### src/rtl/field_packer_pkg.sv
// field_packer_pkg: shared types and constants for the nibble-to-frame packer.
package field_packer_pkg;

   localparam int NIB_W = 4;

   typedef enum bit [1:0] {
      S_IDLE,
      S_FILL,
      S_HOLD
   } state_e;

   typedef struct packed {
      bit       short_frame;
      bit [5:0] count;
   } frame_info_t;

endpackage

### src/rtl/field_packer_if.sv
// field_packer_if: upstream nibble stream plus downstream frame handshake.
// The packer uses the slave view; whoever feeds and drains it uses master.
interface field_packer_if #(
   parameter int NIBBLES = 42
);
   import field_packer_pkg::*;

   logic                             in_valid;
   logic [NIB_W-1:0]                 in_data;
   logic                             in_last;
   logic                             in_ready;
   logic                             out_valid;
   logic [NIBBLES-1:0][NIB_W-1:0]    out_data;
   frame_info_t                      out_info;
   logic                             out_ready;
   state_e                           state;

   modport slave (
      input  in_valid, in_data, in_last, out_ready,
      output in_ready, out_valid, out_data, out_info, state
   );

   modport master (
      output in_valid, in_data, in_last, out_ready,
      input  in_ready, out_valid, out_data, out_info, state
   );

endinterface

### src/rtl/field_packer_nib_counter.sv
// nib_counter: counts nibbles accepted into the current frame and flags
// when the next accepted nibble will be the last slot of a full frame.
module nib_counter #(
   parameter int LIMIT = 42
) (
   input  logic       clk,
   input  logic       rst_n,
   input  logic       i_inc,
   input  logic       i_clear,
   output logic [5:0] o_count,
   output logic       o_atLimit
);

   localparam logic [5:0] LAST_SLOT = 6'(LIMIT - 1);

   logic [5:0] r_count;

   // Frame count: cleared when the held frame leaves, bumped on each accept.
   always_ff @(posedge clk or negedge rst_n) begin
      if (!rst_n) begin
         r_count <= '0;
      end else if (i_clear) begin
         r_count <= '0;
      end else if (i_inc) begin
         r_count <= r_count + 6'd1;
      end
   end

   assign o_count   = r_count;
   assign o_atLimit = (r_count == LAST_SLOT);

endmodule

### src/rtl/field_packer.sv
// field_packer: gathers up to NIBBLES 4-bit elements into one wide frame,
// ending early on in_last, and holds the frame until downstream takes it.
// NIBBLES must lie in 1..63 so the frame count fits six bits.
module field_packer
   import field_packer_pkg::*;
#(
   parameter int NIBBLES = 42
) (
   input logic           clk,
   input logic           rst_n,
   field_packer_if.slave bus
);

   state_e                        r_state;
   state_e                        w_nextState;
   logic [NIBBLES-1:0][NIB_W-1:0] r_data;
   frame_info_t                   r_info;

   logic       w_inReady;
   logic       w_accept;
   logic       w_final;
   logic       w_release;
   logic [5:0] w_count;
   logic       w_atLimit;

   assign w_inReady = (r_state != S_HOLD);
   assign w_accept  = bus.in_valid && w_inReady;
   assign w_final   = w_accept && (w_atLimit || bus.in_last);
   assign w_release = (r_state == S_HOLD) && bus.out_ready;

   nib_counter #(
      .LIMIT(NIBBLES)
   ) u_counter (
      .clk      (clk),
      .rst_n    (rst_n),
      .i_inc    (w_accept),
      .i_clear  (w_release),
      .o_count  (w_count),
      .o_atLimit(w_atLimit)
   );

   // State register.
   always_ff @(posedge clk or negedge rst_n) begin
      if (!rst_n) begin
         r_state <= S_IDLE;
      end else begin
         r_state <= w_nextState;
      end
   end

   // Next state: a completing nibble jumps straight to HOLD, even from IDLE.
   always_comb begin
      w_nextState = r_state;
      case (r_state)
         S_IDLE: begin
            if (w_final) begin
               w_nextState = S_HOLD;
            end else if (w_accept) begin
               w_nextState = S_FILL;
            end
         end
         S_FILL: begin
            if (w_final) begin
               w_nextState = S_HOLD;
            end
         end
         S_HOLD: begin
            if (bus.out_ready) begin
               w_nextState = S_IDLE;
            end
         end
         default: begin
            w_nextState = S_IDLE;
         end
      endcase
   end

   // Frame storage: the k-th accepted nibble lands in slot k; emptied on release
   // so unwritten slots of the next short frame read back as zero.
   always_ff @(posedge clk or negedge rst_n) begin
      if (!rst_n) begin
         r_data <= '0;
      end else if (w_release) begin
         r_data <= '0;
      end else begin
         for (int k = 0; k < NIBBLES; k++) begin
            if (w_accept && (w_count == 6'(k))) begin
               r_data[k] <= bus.in_data;
            end
         end
      end
   end

   // Frame info captured on the completing accept: count includes that nibble.
   always_ff @(posedge clk or negedge rst_n) begin
      if (!rst_n) begin
         r_info <= '0;
      end else if (w_release) begin
         r_info <= '0;
      end else if (w_final) begin
         r_info.short_frame <= !w_atLimit;
         r_info.count       <= w_count + 6'd1;
      end
   end

   assign bus.in_ready  = w_inReady;
   assign bus.out_valid = (r_state == S_HOLD);
   assign bus.out_data  = r_data;
   assign bus.out_info  = r_info;
   assign bus.state     = r_state;

endmodule

### src/flat_wrapper.sv
// flat-port wrapper written by rule: the top's interface ports become plain ports
module field_packer_flat import field_packer_pkg::*;
#(
   parameter int NIBBLES = 42
)
  (clk, rst_n, bus_in_valid, bus_in_data, bus_in_last, bus_out_ready, bus_in_ready, bus_out_valid, bus_out_data, bus_out_info, bus_state);
  field_packer_if #(.NIBBLES(NIBBLES)) bus_i ();
  input logic clk;
  input logic rst_n;
  input wire logic [$bits(bus_i.in_valid)-1:0] bus_in_valid;
  input wire logic [$bits(bus_i.in_data)-1:0] bus_in_data;
  input wire logic [$bits(bus_i.in_last)-1:0] bus_in_last;
  input wire logic [$bits(bus_i.out_ready)-1:0] bus_out_ready;
  output wire logic [$bits(bus_i.in_ready)-1:0] bus_in_ready;
  output wire logic [$bits(bus_i.out_valid)-1:0] bus_out_valid;
  output wire logic [$bits(bus_i.out_data)-1:0] bus_out_data;
  output wire logic [$bits(bus_i.out_info)-1:0] bus_out_info;
  output wire logic [$bits(bus_i.state)-1:0] bus_state;
  assign bus_i.in_valid = bus_in_valid;
  assign bus_i.in_data = bus_in_data;
  assign bus_i.in_last = bus_in_last;
  assign bus_i.out_ready = bus_out_ready;
  assign bus_in_ready = bus_i.in_ready;
  assign bus_out_valid = bus_i.out_valid;
  assign bus_out_data = bus_i.out_data;
  assign bus_out_info = bus_i.out_info;
  assign bus_state = bus_i.state;
  field_packer #(.NIBBLES(NIBBLES)) u_core (.clk(clk), .rst_n(rst_n), .bus(bus_i));
endmodule
### config.mk
export PLATFORM = sky130hd
export DESIGN_NAME = field_packer_flat
export DESIGN_NICKNAME = d
export VERILOG_FILES = /design/src/rtl/field_packer_pkg.sv /design/src/rtl/field_packer_if.sv /design/src/rtl/field_packer_nib_counter.sv /design/src/rtl/field_packer.sv /design/src/flat_wrapper.sv
export SDC_FILE = /design/constraint.sdc
export NUM_CORES = 1
export LEC_CHECK = 0
export CORE_MARGIN = 2
export CORE_UTILIZATION = 40
export CTS_BUF_LIST = sky130_fd_sc_hd__clkbuf_2 sky130_fd_sc_hd__clkbuf_4 sky130_fd_sc_hd__clkbuf_8
export CTS_CLUSTER_SIZE = 28
export DETAILED_ROUTE_END_ITERATION = 7
export PLACE_DENSITY = 0.7
export SLEW_MARGIN = 20
export SYNTH_ARGS = -nofsm -noshare
export SYNTH_HDL_FRONTEND = slang
export SYNTH_SLANG_ARGS = --single-unit
### constraint.sdc
create_clock -name clk -period 2.7 [get_ports clk]
set_input_delay 0.81 -clock clk [delete_from_list [all_inputs] [get_ports clk]]
set_output_delay 0.81 -clock clk [all_outputs]
set_load 0.005 [all_outputs]
==> impl_metrics.tcl <==
set metrics [dict create \
    antenna_found_initial 0 \
    cts.clk_slew.worst_paths_ns 0.09 \
    timing.final.crit_period_ns 2.593 \
    cts_hold_buffers 0 \
    cts_resized 0 \
    post_synth_most_frequent_cells "sky130_fd_sc_hd__dfrtp_1 (183), sky130_fd_sc_hd__nor2_1 (126), sky130_fd_sc_hd__mux2i_1 (123)" \
    area_growth_from_synthesis_to_layout_pct 32.20 \
    layout.cell_area.non_filler_sq_um 11120 \
    fin_nets 944 \
    synth-edff-count 0 \
    cp-start-kind "flop" \
    vertical_die_dimension_um 149.0 \
    yosys_most_used_dff "sky130_fd_sc_hd__dfrtp_1" \
    grt-ovfl-total 0 \
    crit_arrival_ns 1.78 \
    timing.final.setup_violations 0 \
    synth_most_common_cell "sky130_fd_sc_hd__dfrtp_1" \
    grt_util_all_layers 0.2028 \
    timing.critical_path.to_type "output port" \
    n_fill_cell 1848 \
    clock_tree_from_tritoncts "done" \
    critical_path.max_fanout 3 \
    via_per_inst 5.030 \
    routabilityCongestion 0.7522 \
    r2r-end "u_core.bus.out_data[98]$_DFFE_PN0P_" \
    yosys.cell_types.count 43 \
    route.antenna.remaining_nets 0 \
    cts.repair_timing.setup_buffer_count 0 \
    drive_above_1_share 0.1123 \
    fin_tns_setup_ns 0 \
    ctsHtreeMaxLevel 4 \
    critPathLaunch "u_core.bus.state[0]$_DFFE_PN0P_" \
    syn-num-nets 764 \
    syn-cell-area_sq_um 8412 \
    syn-instance-count 751 \
    slew-limit-headroom 0.5137 \
    ys.warnings.count 0 \
    floorplan.initialDensity 0.4040 \
    timing.fmax_mhz 385.6 \
    final_util 0.5341 \
    clock_insertion_delay_worst_skew_ns 0.47 \
    dr.pass1.iters 7 \
    timing_worst_slew_pin_value_ns 0.7294 \
    antenna_cells_inserted 0 \
    multi_input_area_sq_um 3520 \
    ctsRootBufferMaster "sky130_fd_sc_hd__clkbuf_8" \
    hpwlAfterDp_um 15020 \
    routed_wl_um 21810 \
    timing.rr.start "u_core.u_counter.o_count[3]$_DFFE_PN0P_" \
    final-max-slew-violation-count 0 \
    placed_cell_area_sq_um 10700 \
    portion_of_synthesized_cell_area_occupied_by_the_leading_cell_type 0.5444 \
    critical_path_required_ns 1.89 \
    numCtsBuffers 17 \
    powerDensity_nw_per_um2 942.8 \
    portBuffers 187 \
    vias_in_the_first_global_route 6091 \
    die_area_sq_um 22210 \
    run_status "complete, no violations" \
    worstSetupEndpoint "bus_out_valid" \
    totalPowerFinal_mw 10.48 \
    fp-row-count 53 \
    synth_sequential_area_ratio 0.5444 \
    syn_area_per_cell_sq_um 11.20 \
    layout.area.seq_sq_um 4579 \
    core_region_area_sq_um 20820 \
    postSynthRegisterBits 183 \
    drt-wirelength-per-cell_um 17.89 \
    vias 6131 \
    setup_repair_after_global_routing_missed_its_margin "no" \
    biggest_area_contributors_in_the_synthesized_netlist "sky130_fd_sc_hd__dfrtp_1 (54%), sky130_fd_sc_hd__mux2i_1 (15%), sky130_fd_sc_hd__nor4_4 (5.8%), sky130_fd_sc_hd__nor2_1 (5.6%), sky130_fd_sc_hd__nand2_1 (3.9%)" \
    peak_supply_drop_uv 434.6 \
    ff2ff_path_depth 4 \
    timing.final.crit_share 0.9606 \
    p_leak_nw 5.012 \
    grt_first_pass_wirelength_um 35050 \
    maxCapViolations 0 \
    drt_iter0_drc 311 \
    ios 188 \
    crit_type "flop to output port" \
    worst_hold_path_type "input port to async pin" \
    grt_start_max_net_pins 57 \
    final-hold-violation-count 0 \
    detail_route.drc_violations 0 \
    reg2reg_setup_slack_ns 0.58 \
    finalClockSkew_ns 0.01139 \
    die_width_um 149.0 \
    clockBufferDepth 2 \
    cts_num_sinks 183 \
    async_flop_share 1.000 \
    netlist.top_cell.by_area "sky130_fd_sc_hd__dfrtp_1" \
]
-- report_power, final --
part	switching, mW	internal (mW)
Combinational	1.77	2.37
Sequential	0.682	3.72
Clock	0.996	0.948
-- per-layer routing --
layer | wire length, um | GRT usage
met1 | 9993 | 0.2838
met2 | 10060 | 0.3131
met3 | 1415 | 0.05352
met4 | 335 | 0.05667
met5 | 0 | 0
-- critical path, cell delays in order (launching register included) --
cell and delay (ns):
sky130_fd_sc_hd__dfrtp_1 0.42, sky130_fd_sc_hd__nand2b_2 0.24, sky130_fd_sc_hd__inv_2 0.10, sky130_fd_sc_hd__clkdlybuf4s50_1 0.57
-- how the worst min path moves through the flow --
stage,start,end,slack (ns)
3_5_place_dp,u_core.bus.out_data[102]$_DFFE_PN0P_,u_core.bus.out_data[102]$_DFFE_PN0P_,0.50
4_1_cts,rst_n,u_core.bus.out_data[124]$_DFFE_PN0P_,0.31
2_1_floorplan,u_core.bus.out_data[129]$_DFFE_PN0P_,u_core.bus.out_data[129]$_DFFE_PN0P_,0.49
5_1_grt,rst_n,u_core.bus.out_data[124]$_DFFE_PN0P_,0.33
3_3_place_gp,u_core.bus.out_data[129]$_DFFE_PN0P_,u_core.bus.out_data[129]$_DFFE_PN0P_,0.49
6_report,rst_n,u_core.bus.out_data[126]$_DFFE_PN0P_,0.31
-- registers in the layout, summed over array words and instances (netlist names) --
name	flops
u_core.bus.out_data	168
u_core.bus.state	2
u_core.bus.out_info	7
u_core.u_counter.o_count	6
-- area by class of cell --
type,instances,share of cell area
Clock buffer,23,0.02734
Clock inverter,9,0.01046
Inverter,7,0.002363
Multi-Input combinational cell,505,0.3165
Sequential cell,183,0.4118
Tap cell,275,0.03094
Timing Repair Buffer,217,0.2006
-- cells by family after synthesis --
logic type / share of synthesized area
simple gates: 0.2198
flops: 0.5444
mux: 0.1464
buf+inv: 0.03749
compound gates: 0.03971
xor+xnor: 0.006248
fa+ha+maj: 0.005950
-- per-stage QoR --
step,worst slack (ns),hold slack (ns),std cells
3_3_place_gp,0.1911,0.4945,1187
3_5_place_dp,0.1337,0.4999,1187
6_report,0.1065,0.3129,1219
4_1_cts,0.07919,0.3145,1219
2_1_floorplan,0.7405,0.4946,751
5_1_grt,0.03174,0.3294,1219
-- cell usage in the layout, fill, tap and decap left out, types with 2 or more instances in the layout --
master                              n
sky130_fd_sc_hd__nor2b_1            8
sky130_fd_sc_hd__nand3b_1           5
sky130_fd_sc_hd__clkbuf_8          22
sky130_fd_sc_hd__ha_1               4
sky130_fd_sc_hd__dfrtp_1          183
sky130_fd_sc_hd__nor4_4            23
sky130_fd_sc_hd__nor2_1           126
sky130_fd_sc_hd__clkinv_4           2
sky130_fd_sc_hd__a21oi_1            2
sky130_fd_sc_hd__nor4b_4            4
sky130_fd_sc_hd__inv_1              5
sky130_fd_sc_hd__clkinvlp_4         4
sky130_fd_sc_hd__nand3_1           21
sky130_fd_sc_hd__buf_4             18
sky130_fd_sc_hd__o21ai_1           49
sky130_fd_sc_hd__or3b_1             3
sky130_fd_sc_hd__nand2_1           87
sky130_fd_sc_hd__nor3b_1            2
sky130_fd_sc_hd__bufinv_16          2
sky130_fd_sc_hd__nand4_1           15
sky130_fd_sc_hd__nor3_1             2
sky130_fd_sc_hd__inv_2              2
sky130_fd_sc_hd__clkbuf_4           2
sky130_fd_sc_hd__buf_2              4
sky130_fd_sc_hd__xor2_1             3
sky130_fd_sc_hd__o31ai_1            2
sky130_fd_sc_hd__xnor2_1            3
sky130_fd_sc_hd__nand2b_1           2
sky130_fd_sc_hd__a211oi_1           2
sky130_fd_sc_hd__nand2_2            3
sky130_fd_sc_hd__buf_12            12
sky130_fd_sc_hd__and3b_1            2
sky130_fd_sc_hd__mux2i_1          123
sky130_fd_sc_hd__clkdlybuf4s50_1  182
Note: power is estimated with default switching activity, not from simulation.
